===== config.mk =====
export PLATFORM = sky130hd
export DESIGN_NAME = mem_stage
export DESIGN_NICKNAME = d
export VERILOG_FILES = /design/src/rtl/mem_stage.sv
export SDC_FILE = /design/constraint.sdc
export NUM_CORES = 1
export LEC_CHECK = 0
export ABC_AREA = 1
export ABC_CLOCK_PERIOD_IN_PS = 3100
export BUFFER_PORTS_ARGS = -buffer_cell sky130_fd_sc_hd__buf_2
export CORE_UTILIZATION = 35
export CTS_CLUSTER_SIZE = 8
export DETAILED_ROUTE_END_ITERATION = 12
export PLACE_DENSITY = 0.75
export SLEW_MARGIN = 20
export SYNTH_ARGS = -nofsm -noshare
export SYNTH_HDL_FRONTEND = slang
export SYNTH_SLANG_ARGS = --single-unit

===== constraint.sdc =====
create_clock -name clk -period 3.1 [get_ports clk]
set_clock_uncertainty 0.05 [all_clocks]
set_input_delay 0.93 -clock clk [delete_from_list [all_inputs] [get_ports clk]]
set_output_delay 0.93 -clock clk [all_outputs]
set_load 0.02 [all_outputs]

===== src/rtl/mem_stage.sv =====
// Pipeline MEM stage: issues one memory-controller access per load/store and
// formats the load result for MEM/WB; non-memory ops pass through unchanged.
`timescale 1ns/1ps

`ifndef ZeroOpt
`define ZeroOpt 8'h00
`endif
`ifndef LB
`define LB  8'h20
`endif
`ifndef LH
`define LH  8'h21
`endif
`ifndef LW
`define LW  8'h22
`endif
`ifndef LBU
`define LBU 8'h23
`endif
`ifndef LHU
`define LHU 8'h24
`endif
`ifndef SB
`define SB  8'h28
`endif
`ifndef SH
`define SH  8'h29
`endif
`ifndef SW
`define SW  8'h2A
`endif

module mem_stage #(
  localparam int unsigned OPT_W  = 8,
  localparam int unsigned REGA_W = 5,
  localparam int unsigned REG_W  = 32,
  localparam int unsigned ADDR_W = 32,
  localparam int unsigned LEN_W  = 3
) (
  input  logic              clk,
  input  logic              rst,
  input  logic              rdy,
  input  logic [OPT_W-1:0]  mem_inst,
  input  logic [REGA_W-1:0] mem_rd,
  input  logic [REG_W-1:0]  mem_vd,
  input  logic              mem_w_enable,
  input  logic [ADDR_W-1:0] mem_memctrl_addr,
  output logic              memctrl_req,
  output logic              memctrl_rw,
  output logic [ADDR_W-1:0] memctrl_addr,
  output logic [LEN_W-1:0]  memctrl_len,
  output logic [REG_W-1:0]  memctrl_wdata,
  input  logic              memctrl_done,
  input  logic [REG_W-1:0]  memctrl_rdata,
  output logic [REGA_W-1:0] wb_rd,
  output logic [REG_W-1:0]  wb_vd,
  output logic              wb_w_enable,
  output logic              mem_stall_req
);

  typedef enum logic [1:0] {
    IDLE = 2'd0,
    BUSY = 2'd1,
    DONE = 2'd2
  } state_t;

  state_t            state, state_nxt;
  logic [REG_W-1:0]  data_q;
  logic              is_load, is_store, is_mem;
  logic [LEN_W-1:0]  len_c;
  logic [REG_W-1:0]  load_val_c;

  // Opcode decode: access class and byte count.
  always_comb begin
    is_load  = 1'b0;
    is_store = 1'b0;
    len_c    = LEN_W'(0);
    case (mem_inst)
      `LB, `LBU: begin is_load  = 1'b1; len_c = LEN_W'(1); end
      `LH, `LHU: begin is_load  = 1'b1; len_c = LEN_W'(2); end
      `LW:       begin is_load  = 1'b1; len_c = LEN_W'(4); end
      `SB:       begin is_store = 1'b1; len_c = LEN_W'(1); end
      `SH:       begin is_store = 1'b1; len_c = LEN_W'(2); end
      `SW:       begin is_store = 1'b1; len_c = LEN_W'(4); end
      default:   ;
    endcase
    is_mem = is_load | is_store;
  end

  // Sign/zero extension of the captured load data.
  always_comb begin
    load_val_c = data_q;
    case (mem_inst)
      `LB:     load_val_c = {{(REG_W-8){data_q[7]}}, data_q[7:0]};
      `LBU:    load_val_c = {{(REG_W-8){1'b0}}, data_q[7:0]};
      `LH:     load_val_c = {{(REG_W-16){data_q[15]}}, data_q[15:0]};
      `LHU:    load_val_c = {{(REG_W-16){1'b0}}, data_q[15:0]};
      default: load_val_c = data_q;
    endcase
  end

  always_ff @(posedge clk) begin
    if (rst) begin
      state  <= IDLE;
      data_q <= REG_W'(0);
    end else if (rdy) begin
      state <= state_nxt;
      if (state == BUSY && memctrl_done) data_q <= memctrl_rdata;
    end
  end

  // Next state and outputs; memory ops keep wb_w_enable low until DONE.
  always_comb begin
    state_nxt     = state;
    memctrl_req   = 1'b0;
    mem_stall_req = 1'b0;
    memctrl_rw    = 1'b0;
    memctrl_len   = LEN_W'(0);
    memctrl_addr  = ADDR_W'(0);
    memctrl_wdata = REG_W'(0);
    wb_rd         = REGA_W'(0);
    wb_vd         = REG_W'(0);
    wb_w_enable   = 1'b0;

    if (is_mem) begin
      memctrl_rw    = is_store;
      memctrl_len   = len_c;
      memctrl_addr  = mem_memctrl_addr;
      memctrl_wdata = mem_vd;
    end

    case (state)
      IDLE: begin
        if (is_mem) begin
          memctrl_req   = 1'b1;
          mem_stall_req = 1'b1;
          state_nxt     = BUSY;
        end else begin
          wb_rd       = mem_rd;
          wb_vd       = mem_vd;
          wb_w_enable = mem_w_enable;
        end
      end
      BUSY: begin
        memctrl_req   = 1'b1;
        mem_stall_req = 1'b1;
        if (memctrl_done) state_nxt = DONE;
      end
      DONE: begin
        state_nxt = IDLE;
        if (is_load) begin
          wb_rd       = mem_rd;
          wb_vd       = load_val_c;
          wb_w_enable = 1'b1;
        end else if (!is_mem) begin
          wb_rd       = mem_rd;
          wb_vd       = mem_vd;
          wb_w_enable = mem_w_enable;
        end
      end
      default: state_nxt = IDLE;
    endcase
  end

endmodule


=== After elaboration in Yosys (flattened, before gate mapping) ===
Index checks and enable logic that the tools add are counted.

* Bits in registers: 34
* Bits of input ports: 114
* Logic and storage cells: 46

* Eq/ne operators: 12
* Mux-type cells: 22
* Bitwise gates (word level): 1
* Reductions and logical operators: 9

{| class="wikitable"
|+ Operator list
! kind !! count
|-
| $mux W32 || 4
|-
| $pmux W32 S4 || 1
|-
| $eq A8 B6 Y1 const B || 8
|-
| $pmux W32 S2 || 1
|-
| $mux W5 || 2
|-
| $pmux W5 S2 || 1
|-
| $pmux W3 S3 || 1
|-
| $reduce_or A3 Y1 || 3
|-
| $mux W1 || 6
|-
| $reduce_or A5 Y1 || 1
|-
| $mux W2 || 2
|-
| $ne A2 B2 Y1 const B || 2
|-
| $pmux W1 S2 || 2
|-
| $pmux W2 S2 || 1
|-
| $mux W3 || 1
|-
| $reduce_and A3 Y1 || 1
|-
| $eq A2 B1 Y1 const B || 1
|-
| $eq A2 B2 Y1 const B || 1
|-
| $logic_not A2 Y1 || 1
|-
| $reduce_and A2 Y1 || 1
|-
| $reduce_or A2 Y1 || 1
|-
| $logic_and A1 B1 Y1 || 1
|-
| $or A1 B1 Y1 || 1
|}

=== Logic depth before layout (Yosys ltp) ===
Gate-level depths: netlist of run 1.

* Depth in word-level cells: 7
* Depth in mapped cells: 10
* Depth with buffers taken out: 9

=== Worst setup path after synthesis of run 1 ===
No wires, ideal clock.

* Path kind: input to output
* Start point: input mem_inst[4]
* End point: output memctrl_req
* Data arrival time: 2,252 ps
* Data required time: 2,120 ps
* Setup slack: -132 ps
* Cell stages on the path: 9
* Cells stage by stage: inv_1 nand2_1 nor2_4 nand3_2 nand3_2 inv_2 buf_2 nor2_1 buf_4

* Word-level cells in the longest chain between the ends: 6
* Elaborated cells on any way between the ends: 15
* Those cells by class: eq/ne (8); mux (4); bitwise (1); reduce/logical (2)

{| class="wikitable"
|+ RTL lines
! item !! line !! source
|-
| start, declared || 43 || <nowiki>input logic [OPT_W-1:0] mem_inst,</nowiki>
|-
| $eq A8 B6 Y1 || 78 || <nowiki>case (mem_inst)</nowiki>
|-
| $reduce_or A5 Y1 (no source line) / $reduce_or A3 Y1 (equally long branches) || - ||
|-
| $mux W1 || 78 ||
|-
| $or A1 B1 Y1 (*) || 87 || <nowiki>is_mem = is_load | is_store;</nowiki>
|-
| $mux W1 (*) || - ||
|-
| $pmux W1 S2 (*) || - ||
|-
| end, declared || 48 || <nowiki>output logic memctrl_req,</nowiki>
|}

Every way passes the cells marked *; elsewhere a longest branch is shown, timed or not.

=== Worst setup path in the final report of run 1 ===
* Start point: input mem_inst[4]
* End point: output wb_vd[10]

* Word-level cells in the longest chain between the ends: 7
* Elaborated cells on any way between the ends: 17
* Those cells by class: eq/ne (8); mux (6); bitwise (1); reduce/logical (2)

{| class="wikitable"
|+ RTL lines
! item !! line !! source
|-
| $eq A8 B6 Y1, on equally long branches || 78, 93 ||
|-
| $reduce_or A5 Y1 (no source line) / $reduce_or A3 Y1 (equally long branches) || - ||
|-
| $mux W1 || 78 ||
|-
| $or A1 B1 Y1 || 87 ||
|-
| $mux W32 || 134, 155 ||
|-
| $mux W32 || 151 || <nowiki>if (is_load) begin</nowiki>
|-
| $pmux W32 S2 (*) || 132 || <nowiki>case (state)</nowiki>
|-
| end, declared || 56 || <nowiki>output logic [REG_W-1:0] wb_vd,</nowiki>
|}

Marks and branches as above.

==> flow_results.xml, run 1 <==
<?xml version="1.0" encoding="UTF-8"?>
<metrics>
  <group name="floorplanning">
    <metric name="fp.dieArea" unit="um^2">7730</metric>
    <metric name="initial_core_utilization" unit="%">37.2</metric>
    <metric name="top_level_ports" unit="">222</metric>
    <metric name="fp.dieH" unit="um">87.9</metric>
    <metric name="fp.coreArea" unit="um^2">6940</metric>
    <metric name="std_cell_rows" unit="">30</metric>
    <metric name="die_width" unit="um">87.9</metric>
  </group>
  <group name="logic_synthesis">
    <metric name="library_cell_with_the_highest_instance_count_after_synthesis" unit="">sky130_fd_sc_hd__nand2_1</metric>
    <metric name="synth_top_area_share" unit="%">26.4</metric>
    <metric name="ys_top_cells_by_count" unit="">sky130_fd_sc_hd__nand2_1, sky130_fd_sc_hd__inv_1, sky130_fd_sc_hd__nor2_1</metric>
    <metric name="synth.top_cells.by_area" unit="">sky130_fd_sc_hd__dfxtp_1, sky130_fd_sc_hd__nand2_1, sky130_fd_sc_hd__inv_1</metric>
    <metric name="yosysSeqAreaShare" unit="%">26.4</metric>
    <metric name="synthArstFlopShare" unit="%">0</metric>
    <metric name="combined_area_of_all_synthesized_cells" unit="um^2">2580</metric>
    <metric name="synth-edff-count" unit="">0</metric>
    <metric name="synth_ff_type" unit="">sky130_fd_sc_hd__dfxtp_1</metric>
    <metric name="synth.ff_latch_count" unit="">34</metric>
    <metric name="netlist_instances" unit="">469</metric>
    <metric name="synth_largest_area_cell" unit="">sky130_fd_sc_hd__dfxtp_1</metric>
    <metric name="synth_fp_nets" unit="">583</metric>
    <metric name="avgSynthCellArea" unit="um^2">5.51</metric>
    <metric name="yosysWarningCount" unit="">0</metric>
    <metric name="yosysUniqueCellTypes" unit="">24</metric>
  </group>
  <group name="run_status">
    <metric name="run_status" unit="">finished with violations</metric>
    <metric name="violations_in_the_final_reports" unit="">setup timing</metric>
  </group>
  <group name="global_route">
    <metric name="grt_antenna_before_repair" unit="">0</metric>
    <metric name="grt_max_degree" unit="">38</metric>
    <metric name="globalRouteTotalUtil" unit="%">23.5</metric>
    <metric name="grt_pass1_vias" unit="">3088</metric>
    <metric name="grt-ovfl-total" unit="">0</metric>
    <metric name="grt_pass1_wl" unit="mm">14.0</metric>
  </group>
  <group name="layout">
    <metric name="n_fill_cell" unit="">543</metric>
    <metric name="fin_cells" unit="">801</metric>
    <metric name="layout-drive-gt1-share" unit="%">50.2</metric>
    <metric name="final_util" unit="%">72.7</metric>
    <metric name="insertedDiodeCount" unit="">0</metric>
    <metric name="fin_nets" unit="">818</metric>
    <metric name="area_growth" unit="%">95.4</metric>
  </group>
  <group name="detailed_routing">
    <metric name="routed_wl" unit="mm">11.6</metric>
    <metric name="drt_first_iter_violations" unit="">171</metric>
    <metric name="vias_per_cell" unit="">4.84</metric>
    <metric name="route.vias.total" unit="">3873</metric>
    <metric name="firstDrtPassIters" unit="">4</metric>
    <metric name="drt_drc_violations_left" unit="">0</metric>
    <metric name="antenna_left" unit="">0</metric>
    <metric name="routedWlPerCell" unit="um">14.5</metric>
  </group>
  <group name="critical_path">
    <metric name="timing.critical_path.slowest_stage_cell" unit="">sky130_fd_sc_hd__buf_2</metric>
    <metric name="critical_path_class" unit="">input port to output port</metric>
    <metric name="critical_path_s_most_frequent_cell" unit="">sky130_fd_sc_hd__nor2_4</metric>
    <metric name="crit_buf_inv" unit="">5</metric>
    <metric name="cp_cell_sequence" unit="">buf_8 -&gt; inv_4 -&gt; nand2_4 -&gt; nor2_4 -&gt; o211ai_4 -&gt; nor2_4 -&gt; buf_12 -&gt; buf_6 -&gt; nand2_1 -&gt; o21ai_1 -&gt; buf_2</metric>
    <metric name="timing.critical_path.from_type" unit="">input port</metric>
    <metric name="cp-end-kind" unit="">output port</metric>
    <metric name="worst_path_largest_cell_delay" unit="ps">180</metric>
    <metric name="cp_data_required_time" unit="ps">2120</metric>
    <metric name="critical_path_peak_fanout" unit="">6</metric>
    <metric name="crit_family" unit="">buffers and inverters</metric>
    <metric name="worst-endpoint-arrival" unit="ps">2180</metric>
  </group>
  <group name="timing">
    <metric name="tightest_slew" unit="ps">673</metric>
    <metric name="finalWorstPathRequiredPeriod" unit="ps">3160</metric>
    <metric name="final.period_utilization" unit="%">102</metric>
    <metric name="timing.max_slew.rel_slack" unit="%">55.1</metric>
    <metric name="final-setup-viol-count" unit="">36</metric>
    <metric name="postLayoutSetupSlackWorst" unit="ps">-58.9</metric>
    <metric name="rsz0062_at_grt" unit="">true</metric>
    <metric name="finalMaxSlewViolations" unit="">0</metric>
    <metric name="finalHoldViolations" unit="">0</metric>
    <metric name="clock.fmax" unit="MHz">317</metric>
  </group>
  <group name="place">
    <metric name="detailedPlacementHpwl" unit="mm">7.23</metric>
    <metric name="place.gp.congestion" unit="">0.786</metric>
    <metric name="placed_cells_incl_taps" unit="">779</metric>
    <metric name="port_buffers" unit="">221</metric>
  </group>
  <group name="hold_path">
    <metric name="path_class_of_the_lowest_slack_min_delay_path" unit="">flip-flop to flip-flop</metric>
  </group>
  <group name="clock_tree">
    <metric name="numClockSinks" unit="">34</metric>
    <metric name="number_of_clock_buffers_inserted_by_tritoncts" unit="">5</metric>
    <metric name="insertion_delay" unit="ps">280</metric>
    <metric name="tritoncts" unit="">yes</metric>
    <metric name="cts_hold_buf" unit="">0</metric>
    <metric name="clk_root_buffer_cell" unit="">sky130_fd_sc_hd__clkbuf_8</metric>
    <metric name="cts.htree.levels" unit="">2</metric>
    <metric name="clk_transition_reported_paths" unit="ps">70</metric>
    <metric name="cts_buffer_depth" unit="">2</metric>
  </group>
  <group name="power">
    <metric name="power" unit="uW">1140</metric>
    <metric name="static-leakage-power" unit="uW">0.00286</metric>
    <metric name="worst_ir_drop_vdd" unit="uV">220</metric>
    <metric name="pwr_density_cell" unit="nW/um^2">226</metric>
  </group>
  <group name="run">
    <metric name="number_of_maximum_capacitance_constraint_violations" unit="">0</metric>
  </group>
</metrics>
==> metal layers <==
layer	share of wire, %	vias up	GRT usage [%]
li1	-	1885	-
met1	37	1764	25.5
met2	54	200	46.1
met3	7.4	24	4.24
met4	1.8	0	6.56
met5	0	-	0
==> registers in the layout, summed over array words and instances (netlist names) <==
name,count
state,2
data_q,32
==> through the flow <==
stage	cell area (um^2)	setup WS, ps	hold WS (ps)	TNS (ps)
final	5050	-58.9	410	-609
after global routing	5050	-130	427	-6670
after CTS	4120	-64.7	413	-675
after detailed placement	3880	-110	402	-4080
after global placement	3880	-87.3	397	-2550
after floorplan	2590	77.7	390	0
==> final cells by class <==
class | count | area, um^2 | area share (%)
flip-flops and latches | 34 | 681 | 13.5
clock inverters | 1 | 5.00 | 0.0992
well taps | 96 | 120 | 2.38
multi-input cells | 325 | 1830 | 36.2
clock buffers | 7 | 86.3 | 1.71
inverters | 83 | 324 | 6.42
repair buffers | 255 | 2000 | 39.7
==> final timing paths <==
| check | from | to | slack (ps) | cells after the start |
|---|---|---|---|---|
| max | mem_inst[4] | wb_vd[10] | -60 | 11 |
| min | data_q[24] | data_q[24] | 410 | 2 |
| max reg2reg | state[1] | data_q[11] | 1420 | 6 |
| min reg2reg | data_q[24] | data_q[24] | 410 | 2 |
==> tightest hold or removal path: stages, from the launching register on <==
cell                      delay [ps]
sky130_fd_sc_hd__dfxtp_1         310
sky130_fd_sc_hd__nand2_1          60
sky130_fd_sc_hd__a21oi_1          50
==> placed cells by master, fill, tap and decap left out <==
cell	n
sky130_fd_sc_hd__nor4_1	1
sky130_fd_sc_hd__nand3_1	7
sky130_fd_sc_hd__buf_12	8
sky130_fd_sc_hd__nor2_4	5
sky130_fd_sc_hd__nor2_1	58
sky130_fd_sc_hd__nand2_1	116
sky130_fd_sc_hd__clkbuf_16	5
sky130_fd_sc_hd__nand2_2	23
sky130_fd_sc_hd__dfxtp_1	34
sky130_fd_sc_hd__inv_2	2
sky130_fd_sc_hd__a21boi_4	1
sky130_fd_sc_hd__nor2_2	15
sky130_fd_sc_hd__o21ai_2	11
sky130_fd_sc_hd__nand3b_1	16
sky130_fd_sc_hd__a21oi_1	34
sky130_fd_sc_hd__buf_4	83
sky130_fd_sc_hd__clkbuf_1	1
sky130_fd_sc_hd__nand3_2	11
sky130_fd_sc_hd__nand2_4	8
sky130_fd_sc_hd__buf_2	113
sky130_fd_sc_hd__inv_6	1
sky130_fd_sc_hd__o21ai_4	1
sky130_fd_sc_hd__o21ai_1	5
sky130_fd_sc_hd__inv_4	3
sky130_fd_sc_hd__a21boi_0	1
sky130_fd_sc_hd__clkbuf_8	6
sky130_fd_sc_hd__buf_8	3
sky130_fd_sc_hd__a21boi_2	4
sky130_fd_sc_hd__clkinv_2	1
sky130_fd_sc_hd__buf_6	43
sky130_fd_sc_hd__nand3_4	5
sky130_fd_sc_hd__o2111ai_4	1
sky130_fd_sc_hd__o21ai_0	1
sky130_fd_sc_hd__inv_1	77
sky130_fd_sc_hd__o211ai_4	1
==> repair_timing <==
item                       in CTS  in global routing
cloned                          1                  7
resized for setup              39                232
setup endpoints to repair      96                105
setup buffers                   4                  3
pin swaps                       4                 20
==> kinds of logic (layout without fill, tap and decap cells) <==
group           Yosys count  count (layout)  synth area share (%)
buf+inv                 110             346                  17.3
flops                    34              34                  26.4
compound gates           60              60                  13.0
simple gates            265             265                  43.3
==> report_power, final <==
group          total [uW]  internal, uW  switching, uW
clock                 336           179            157
sequential            438           438          0.590
combinational         364           172            192
total                1140           789            350
Note: power is estimated with default switching activity, not from simulation.
==> run 2, diff against run 1 <==
- ABC_AREA: 1 -> 0
- CORE_AREA: default -> 2 2 86 88
- CORE_UTILIZATION: 35 -> default
- DIE_AREA: default -> 0 0 88 90
- SKIP_LAST_GASP: default -> 1
==> flow_results.xml, run 2 <==
<?xml version="1.0" encoding="UTF-8"?>
<metrics>
  <group name="run_status">
    <metric name="run_status" unit="">finished with violations</metric>
    <metric name="violations_in_the_final_reports" unit="">setup timing</metric>
  </group>
  <group name="critical_path">
    <metric name="r2r-end" unit="">data_q[27]</metric>
    <metric name="crit_end" unit="">memctrl_addr[22]</metric>
    <metric name="worst-endpoint-arrival" unit="ps">2600</metric>
    <metric name="r2r_setup_slack" unit="ps">1120</metric>
    <metric name="timing.critical_path.from_type" unit="">input port</metric>
    <metric name="r2r_startpoint" unit="">state[0]</metric>
    <metric name="startpoint" unit="">mem_inst[4]</metric>
    <metric name="cp-end-kind" unit="">output port</metric>
    <metric name="cp_data_required_time" unit="ps">2120</metric>
    <metric name="critical_path_class" unit="">input port to output port</metric>
    <metric name="critical_path_peak_fanout" unit="">6</metric>
    <metric name="timing.reg2reg.worst_path_depth" unit="">4</metric>
  </group>
  <group name="detailed_routing">
    <metric name="antenna_left" unit="">0</metric>
    <metric name="route.vias.total" unit="">3360</metric>
    <metric name="drt_first_iter_violations" unit="">125</metric>
    <metric name="routedWlPerCell" unit="um">18.3</metric>
    <metric name="vias_per_cell" unit="">5.08</metric>
    <metric name="routed_wl" unit="mm">12.1</metric>
    <metric name="firstDrtPassIters" unit="">5</metric>
    <metric name="drt_drc_violations_left" unit="">0</metric>
  </group>
  <group name="logic_synthesis">
    <metric name="synth.ff_latch_count" unit="">34</metric>
    <metric name="synth_fp_nets" unit="">434</metric>
    <metric name="synth_top_area_share" unit="%">28.5</metric>
    <metric name="synth_ff_type" unit="">sky130_fd_sc_hd__dfxtp_1</metric>
    <metric name="combined_area_of_all_synthesized_cells" unit="um^2">2390</metric>
    <metric name="synth-edff-count" unit="">0</metric>
    <metric name="yosysWarningCount" unit="">0</metric>
    <metric name="synth.top_cells.by_area" unit="">sky130_fd_sc_hd__dfxtp_1, sky130_fd_sc_hd__and2_1, sky130_fd_sc_hd__nand2_1</metric>
    <metric name="ys_top_cells_by_count" unit="">sky130_fd_sc_hd__and2_1, sky130_fd_sc_hd__nand2_1, sky130_fd_sc_hd__a21oi_1</metric>
    <metric name="avgSynthCellArea" unit="um^2">7.48</metric>
    <metric name="synthArstFlopShare" unit="%">0</metric>
    <metric name="synth_largest_area_cell" unit="">sky130_fd_sc_hd__dfxtp_1</metric>
    <metric name="yosysUniqueCellTypes" unit="">35</metric>
    <metric name="library_cell_with_the_highest_instance_count_after_synthesis" unit="">sky130_fd_sc_hd__and2_1</metric>
    <metric name="yosysSeqAreaShare" unit="%">28.5</metric>
    <metric name="netlist_instances" unit="">320</metric>
  </group>
  <group name="floorplanning">
    <metric name="die_width" unit="um">88</metric>
    <metric name="std_cell_rows" unit="">31</metric>
    <metric name="fp.dieH" unit="um">90</metric>
    <metric name="initial_core_utilization" unit="%">34.1</metric>
    <metric name="fp.coreArea" unit="um^2">7020</metric>
    <metric name="top_level_ports" unit="">222</metric>
    <metric name="fp.dieArea" unit="um^2">7920</metric>
  </group>
  <group name="run">
    <metric name="number_of_maximum_capacitance_constraint_violations" unit="">0</metric>
  </group>
  <group name="layout">
    <metric name="top_regs" unit="">data_q (32), state (2)</metric>
    <metric name="insertedDiodeCount" unit="">0</metric>
    <metric name="final_area" unit="um^2">5230</metric>
    <metric name="total_area_of_multi_input_combinational_cells" unit="um^2">2030</metric>
    <metric name="fin_nets" unit="">676</metric>
    <metric name="n_fill_cell" unit="">490</metric>
    <metric name="most-common-layout-cells" unit="">sky130_fd_sc_hd__buf_2, sky130_fd_sc_hd__buf_6, sky130_fd_sc_hd__and2_4</metric>
    <metric name="area_growth" unit="%">119</metric>
    <metric name="mostFrequentLayoutCell" unit="">sky130_fd_sc_hd__buf_2</metric>
    <metric name="final_util" unit="%">74.5</metric>
    <metric name="largest_register_ff_count" unit="">32</metric>
    <metric name="seqCellArea" unit="um^2">681</metric>
    <metric name="regMostFlops" unit="">data_q</metric>
    <metric name="layout-drive-gt1-share" unit="%">65.4</metric>
  </group>
  <group name="global_route">
    <metric name="grt_pass1_wl" unit="mm">16.0</metric>
    <metric name="grt_max_degree" unit="">35</metric>
    <metric name="globalRouteTotalUtil" unit="%">25.6</metric>
    <metric name="grt-ovfl-total" unit="">0</metric>
    <metric name="grt_antenna_before_repair" unit="">0</metric>
    <metric name="grt_pass1_vias" unit="">3290</metric>
  </group>
  <group name="clock_tree">
    <metric name="clk_root_buffer_cell" unit="">sky130_fd_sc_hd__clkbuf_8</metric>
    <metric name="tritoncts" unit="">yes</metric>
    <metric name="number_of_clock_buffers_inserted_by_tritoncts" unit="">5</metric>
    <metric name="cts_buffer_depth" unit="">2</metric>
    <metric name="insertion_delay" unit="ps">270</metric>
    <metric name="cts.htree.levels" unit="">2</metric>
    <metric name="clk_transition_reported_paths" unit="ps">70</metric>
    <metric name="numClockSinks" unit="">34</metric>
  </group>
  <group name="place">
    <metric name="port_buffers" unit="">221</metric>
    <metric name="place.gp.congestion" unit="">0.806</metric>
    <metric name="detailedPlacementHpwl" unit="mm">7.21</metric>
    <metric name="post_dp_cell_area" unit="um^2">4070</metric>
    <metric name="dp_worst_setup_slack" unit="ps">-480</metric>
  </group>
  <group name="timing">
    <metric name="timing.max_slew.rel_slack" unit="%">54.6</metric>
    <metric name="setup_tns" unit="ps">-42200</metric>
    <metric name="final.period_utilization" unit="%">116</metric>
    <metric name="final-setup-viol-count" unit="">108</metric>
    <metric name="finalHoldViolations" unit="">0</metric>
    <metric name="clock.fmax" unit="MHz">279</metric>
    <metric name="postLayoutSetupSlackWorst" unit="ps">-481</metric>
    <metric name="finalWorstPathRequiredPeriod" unit="ps">3580</metric>
    <metric name="rsz0062_at_grt" unit="">true</metric>
    <metric name="finalMaxSlewViolations" unit="">0</metric>
    <metric name="tightest_slew" unit="ps">680</metric>
  </group>
  <group name="power">
    <metric name="worst_ir_drop_vdd" unit="uV">182</metric>
    <metric name="static-leakage-power" unit="uW">0.00235</metric>
    <metric name="pwr_density_cell" unit="nW/um^2">220</metric>
  </group>
  <group name="hold_path">
    <metric name="path_class_of_the_lowest_slack_min_delay_path" unit="">flip-flop to flip-flop</metric>
  </group>
</metrics>
[run 2: layout make-up]
type	count	area share (%)
Timing Repair Buffer	263	44.0
Clock inverter	1	0.0957
Inverter	2	0.144
Multi-Input combinational cell	256	38.7
Sequential cell	34	13.0
Tap cell	99	2.37
Clock buffer	7	1.65
[run 2: power by group]
group          total (uW)  switching [uW]  internal, uW
clock                 332             153           179
sequential            439            1.07           438
combinational         381             175           206
[run 2: layer usage]
layer	routed length, um	GRT usage, %	up-vias
met4	465	7.56	0
met5	0	0	-
li1	-	-	1561
met3	885	5.23	39
met2	6650	50.8	185
met1	4130	25.5	1575
[run 2: timing repair]
action | 4_1_cts | 5_1_grt
hold buffers | 0 | 0
pin swaps | 18 | 12
gates cloned | 8 | 4
endpoints found under the setup margin | 108 | 108
gates resized for setup | 149 | 77
buffers inserted | 9 | 1
[run 2: worst min path at each step]
stage	from	endpoint	slack, ps	depth (start not counted)
after floorplan	data_q[0]	data_q[0]	390	2
after global placement	data_q[25]	data_q[25]	390	2
after detailed placement	data_q[2]	data_q[2]	400	2
after CTS	data_q[2]	data_q[2]	410	2
after global routing	data_q[2]	data_q[2]	430	2
final	data_q[5]	data_q[5]	410	2
[run 2: cells by family after synthesis]
family / after synthesis / share of synthesized area, %
compound gates: 79 / 27.5
mux: 1 / 0.418
simple gates: 173 / 36.8
buf+inv: 32 / 6.48
flops: 34 / 28.5
xor+xnor: 1 / 0.366
[run 2: critical path, cell delays in order]
cell and delay (ps):
sky130_fd_sc_hd__buf_6 90, sky130_fd_sc_hd__or4b_4 580, sky130_fd_sc_hd__a211oi_4 240, sky130_fd_sc_hd__buf_6 170, sky130_fd_sc_hd__buf_12 130, sky130_fd_sc_hd__buf_12 100, sky130_fd_sc_hd__buf_16 110, sky130_fd_sc_hd__and2_4 140
sky130_fd_sc_hd__buf_6 110
[run 2: through the flow]
stage	std cells	hold slack (ps)	total power, uW
detailed placement	635	400	746
CTS	660	410	1120
global placement	635	392	742
global route	662	426	1200
finish	662	407	1150
floorplan	320	386	611
==> run 3, diff against run 2 <==
- REMOVE_ABC_BUFFERS: default -> 1
==> flow_results.xml, run 3 (same netlist as run 2, synthesis figures left out) <==
<?xml version="1.0" encoding="UTF-8"?>
<metrics>
  <group name="clock_tree">
    <metric name="clk_transition_reported_paths" unit="ps">70</metric>
    <metric name="tritoncts" unit="">yes</metric>
    <metric name="numClockSinks" unit="">34</metric>
    <metric name="clk_root_buffer_cell" unit="">sky130_fd_sc_hd__clkbuf_8</metric>
    <metric name="insertion_delay" unit="ps">270</metric>
    <metric name="cts_buffer_depth" unit="">2</metric>
    <metric name="number_of_clock_buffers_inserted_by_tritoncts" unit="">5</metric>
    <metric name="cts.htree.levels" unit="">2</metric>
  </group>
  <group name="power">
    <metric name="worst_ir_drop_vdd" unit="uV">261</metric>
    <metric name="static-leakage-power" unit="uW">0.00222</metric>
    <metric name="power" unit="uW">1190</metric>
    <metric name="pwr_density_cell" unit="nW/um^2">248</metric>
  </group>
  <group name="floorplanning">
    <metric name="fp.dieArea" unit="um^2">7920</metric>
    <metric name="initial_core_utilization" unit="%">34.1</metric>
    <metric name="fp.coreArea" unit="um^2">7020</metric>
    <metric name="fp.dieH" unit="um">90</metric>
    <metric name="std_cell_rows" unit="">31</metric>
    <metric name="top_level_ports" unit="">222</metric>
    <metric name="die_width" unit="um">88</metric>
  </group>
  <group name="hold_path">
    <metric name="timing.hold.worst_path_depth" unit="">2</metric>
    <metric name="holdPathEnd" unit="">data_q[11]</metric>
    <metric name="holdCritStartpoint" unit="">data_q[11]</metric>
    <metric name="path_class_of_the_lowest_slack_min_delay_path" unit="">flip-flop to flip-flop</metric>
  </group>
  <group name="timing">
    <metric name="finalMaxSlewViolations" unit="">0</metric>
    <metric name="clock.fmax" unit="MHz">280</metric>
    <metric name="setup_tns" unit="ps">-43560</metric>
    <metric name="rsz0062_at_grt" unit="">true</metric>
    <metric name="timing.max_slew.rel_slack" unit="%">55.3</metric>
    <metric name="tightest_slew" unit="ps">670</metric>
    <metric name="postLayoutSetupSlackWorst" unit="ps">-471</metric>
    <metric name="fin_hold_ws" unit="ps">405</metric>
    <metric name="finalHoldViolations" unit="">0</metric>
    <metric name="finalWorstPathRequiredPeriod" unit="ps">3570</metric>
    <metric name="final-setup-viol-count" unit="">107</metric>
    <metric name="final.period_utilization" unit="%">115</metric>
  </group>
  <group name="detailed_routing">
    <metric name="antenna_left" unit="">0</metric>
    <metric name="route.vias.total" unit="">3303</metric>
    <metric name="firstDrtPassIters" unit="">4</metric>
    <metric name="drt_drc_violations_left" unit="">0</metric>
    <metric name="routedWlPerCell" unit="um">16.1</metric>
    <metric name="drt_first_iter_violations" unit="">138</metric>
    <metric name="routed_wl" unit="mm">10.6</metric>
    <metric name="vias_per_cell" unit="">5.01</metric>
  </group>
  <group name="global_route">
    <metric name="grt_pass1_wl" unit="mm">14.4</metric>
    <metric name="globalRouteTotalUtil" unit="%">23.2</metric>
    <metric name="grt-ovfl-total" unit="">0</metric>
    <metric name="grt_max_degree" unit="">35</metric>
    <metric name="grt_antenna_before_repair" unit="">1</metric>
    <metric name="grt_pass1_vias" unit="">2935</metric>
  </group>
  <group name="layout">
    <metric name="most-common-layout-cells" unit="">sky130_fd_sc_hd__buf_2, sky130_fd_sc_hd__nand2_1, sky130_fd_sc_hd__buf_6</metric>
    <metric name="regMostFlops" unit="">data_q</metric>
    <metric name="seqCellArea" unit="um^2">681</metric>
    <metric name="n_fill_cell" unit="">556</metric>
    <metric name="total_area_of_multi_input_combinational_cells" unit="um^2">1760</metric>
    <metric name="fin_nets" unit="">673</metric>
    <metric name="top_regs" unit="">data_q (32), state (2)</metric>
    <metric name="largest_register_ff_count" unit="">32</metric>
    <metric name="fin_cells" unit="">659</metric>
    <metric name="layout-drive-gt1-share" unit="%">60.5</metric>
    <metric name="area_growth" unit="%">100</metric>
    <metric name="mostFrequentLayoutCell" unit="">sky130_fd_sc_hd__buf_2</metric>
  </group>
  <group name="place">
    <metric name="dp_worst_setup_slack" unit="ps">-642</metric>
    <metric name="placed_cells_incl_taps" unit="">631</metric>
    <metric name="detailedPlacementHpwl" unit="mm">6.58</metric>
    <metric name="port_buffers" unit="">221</metric>
    <metric name="place.gp.congestion" unit="">0.865</metric>
  </group>
  <group name="critical_path">
    <metric name="cp_data_required_time" unit="ps">2120</metric>
    <metric name="timing.reg2reg.worst_path_depth" unit="">4</metric>
    <metric name="timing.critical_path.from_type" unit="">input port</metric>
    <metric name="critical_path_peak_fanout" unit="">6</metric>
    <metric name="critical_path_class" unit="">input port to output port</metric>
    <metric name="worst-endpoint-arrival" unit="ps">2590</metric>
    <metric name="r2r_startpoint" unit="">state[0]</metric>
    <metric name="r2r_setup_slack" unit="ps">1300</metric>
    <metric name="r2r-end" unit="">data_q[19]</metric>
    <metric name="cp-end-kind" unit="">output port</metric>
  </group>
  <group name="run">
    <metric name="number_of_maximum_capacitance_constraint_violations" unit="">0</metric>
  </group>
  <group name="run_status">
    <metric name="violations_in_the_final_reports" unit="">setup timing</metric>
    <metric name="run_status" unit="">finished with violations</metric>
  </group>
</metrics>
## run 3: repair_timing
item,in CTS,in global routing
gates resized for setup,170,57
pin swaps,39,32
gates cloned,7,4
endpoints found under the hold margin,0,0
setup endpoints to repair,107,107
hold buffers,0,0
setup buffers,6,3
## run 3: final cells by class
class                      count  area share (%)
clock buffer                   6            1.72
clock inverter                 1           0.626
multi-input combinational    256            36.6
timing repair buffer         260            44.1
sequential                    34            14.2
tap                           99            2.58
inverter                       2           0.157
antenna                        1          0.0522
## run 3: where the power goes
group | total (uW) | switching [uW] | internal (uW)
sequential | 438 | 1.01 | 437
combinational | 333 | 157 | 175
clock | 419 | 162 | 257
total | 1190 | 320 | 870
## run 3: worst max path at each step
stage / start / end / slack, ps / depth (start not counted)
2_1_floorplan: mem_inst[4] / mem_stall_req / -1580 / 4
3_3_place_gp: mem_inst[4] / wb_vd[11] / -600 / 7
3_5_place_dp: mem_inst[4] / wb_vd[11] / -640 / 7
4_1_cts: mem_inst[6] / wb_vd[11] / -500 / 7
5_1_grt: mem_inst[6] / wb_vd[8] / -520 / 7
6_report: mem_inst[6] / wb_vd[11] / -470 / 7
## run 3: stage by stage
step / area [um^2] / utilization [%]
detailed placement: 3660 / 52.2
floorplan: 2240 / -
finish: 4790 / 68.3
CTS: 4470 / 63.6
global route: 4790 / 68.3
global placement: 3660 / 52.2
## run 3: worst max-delay path, stage by stage
cell                       delay, ps
sky130_fd_sc_hd__buf_6            90
sky130_fd_sc_hd__or4b_4          590
sky130_fd_sc_hd__a211oi_4        250
sky130_fd_sc_hd__buf_4           170
sky130_fd_sc_hd__nor2_4           50
sky130_fd_sc_hd__a221o_1         360
sky130_fd_sc_hd__buf_6           140
## run 3: layer usage
layer / track usage [%] / part of all wire, % / routed length [um]
met1: 25.8 / 36 / 3770
met2: 43.7 / 55 / 5830
met3: 4.78 / 8.2 / 866
met4: 5.51 / 1.2 / 131
met5: 0 / 0 / 0
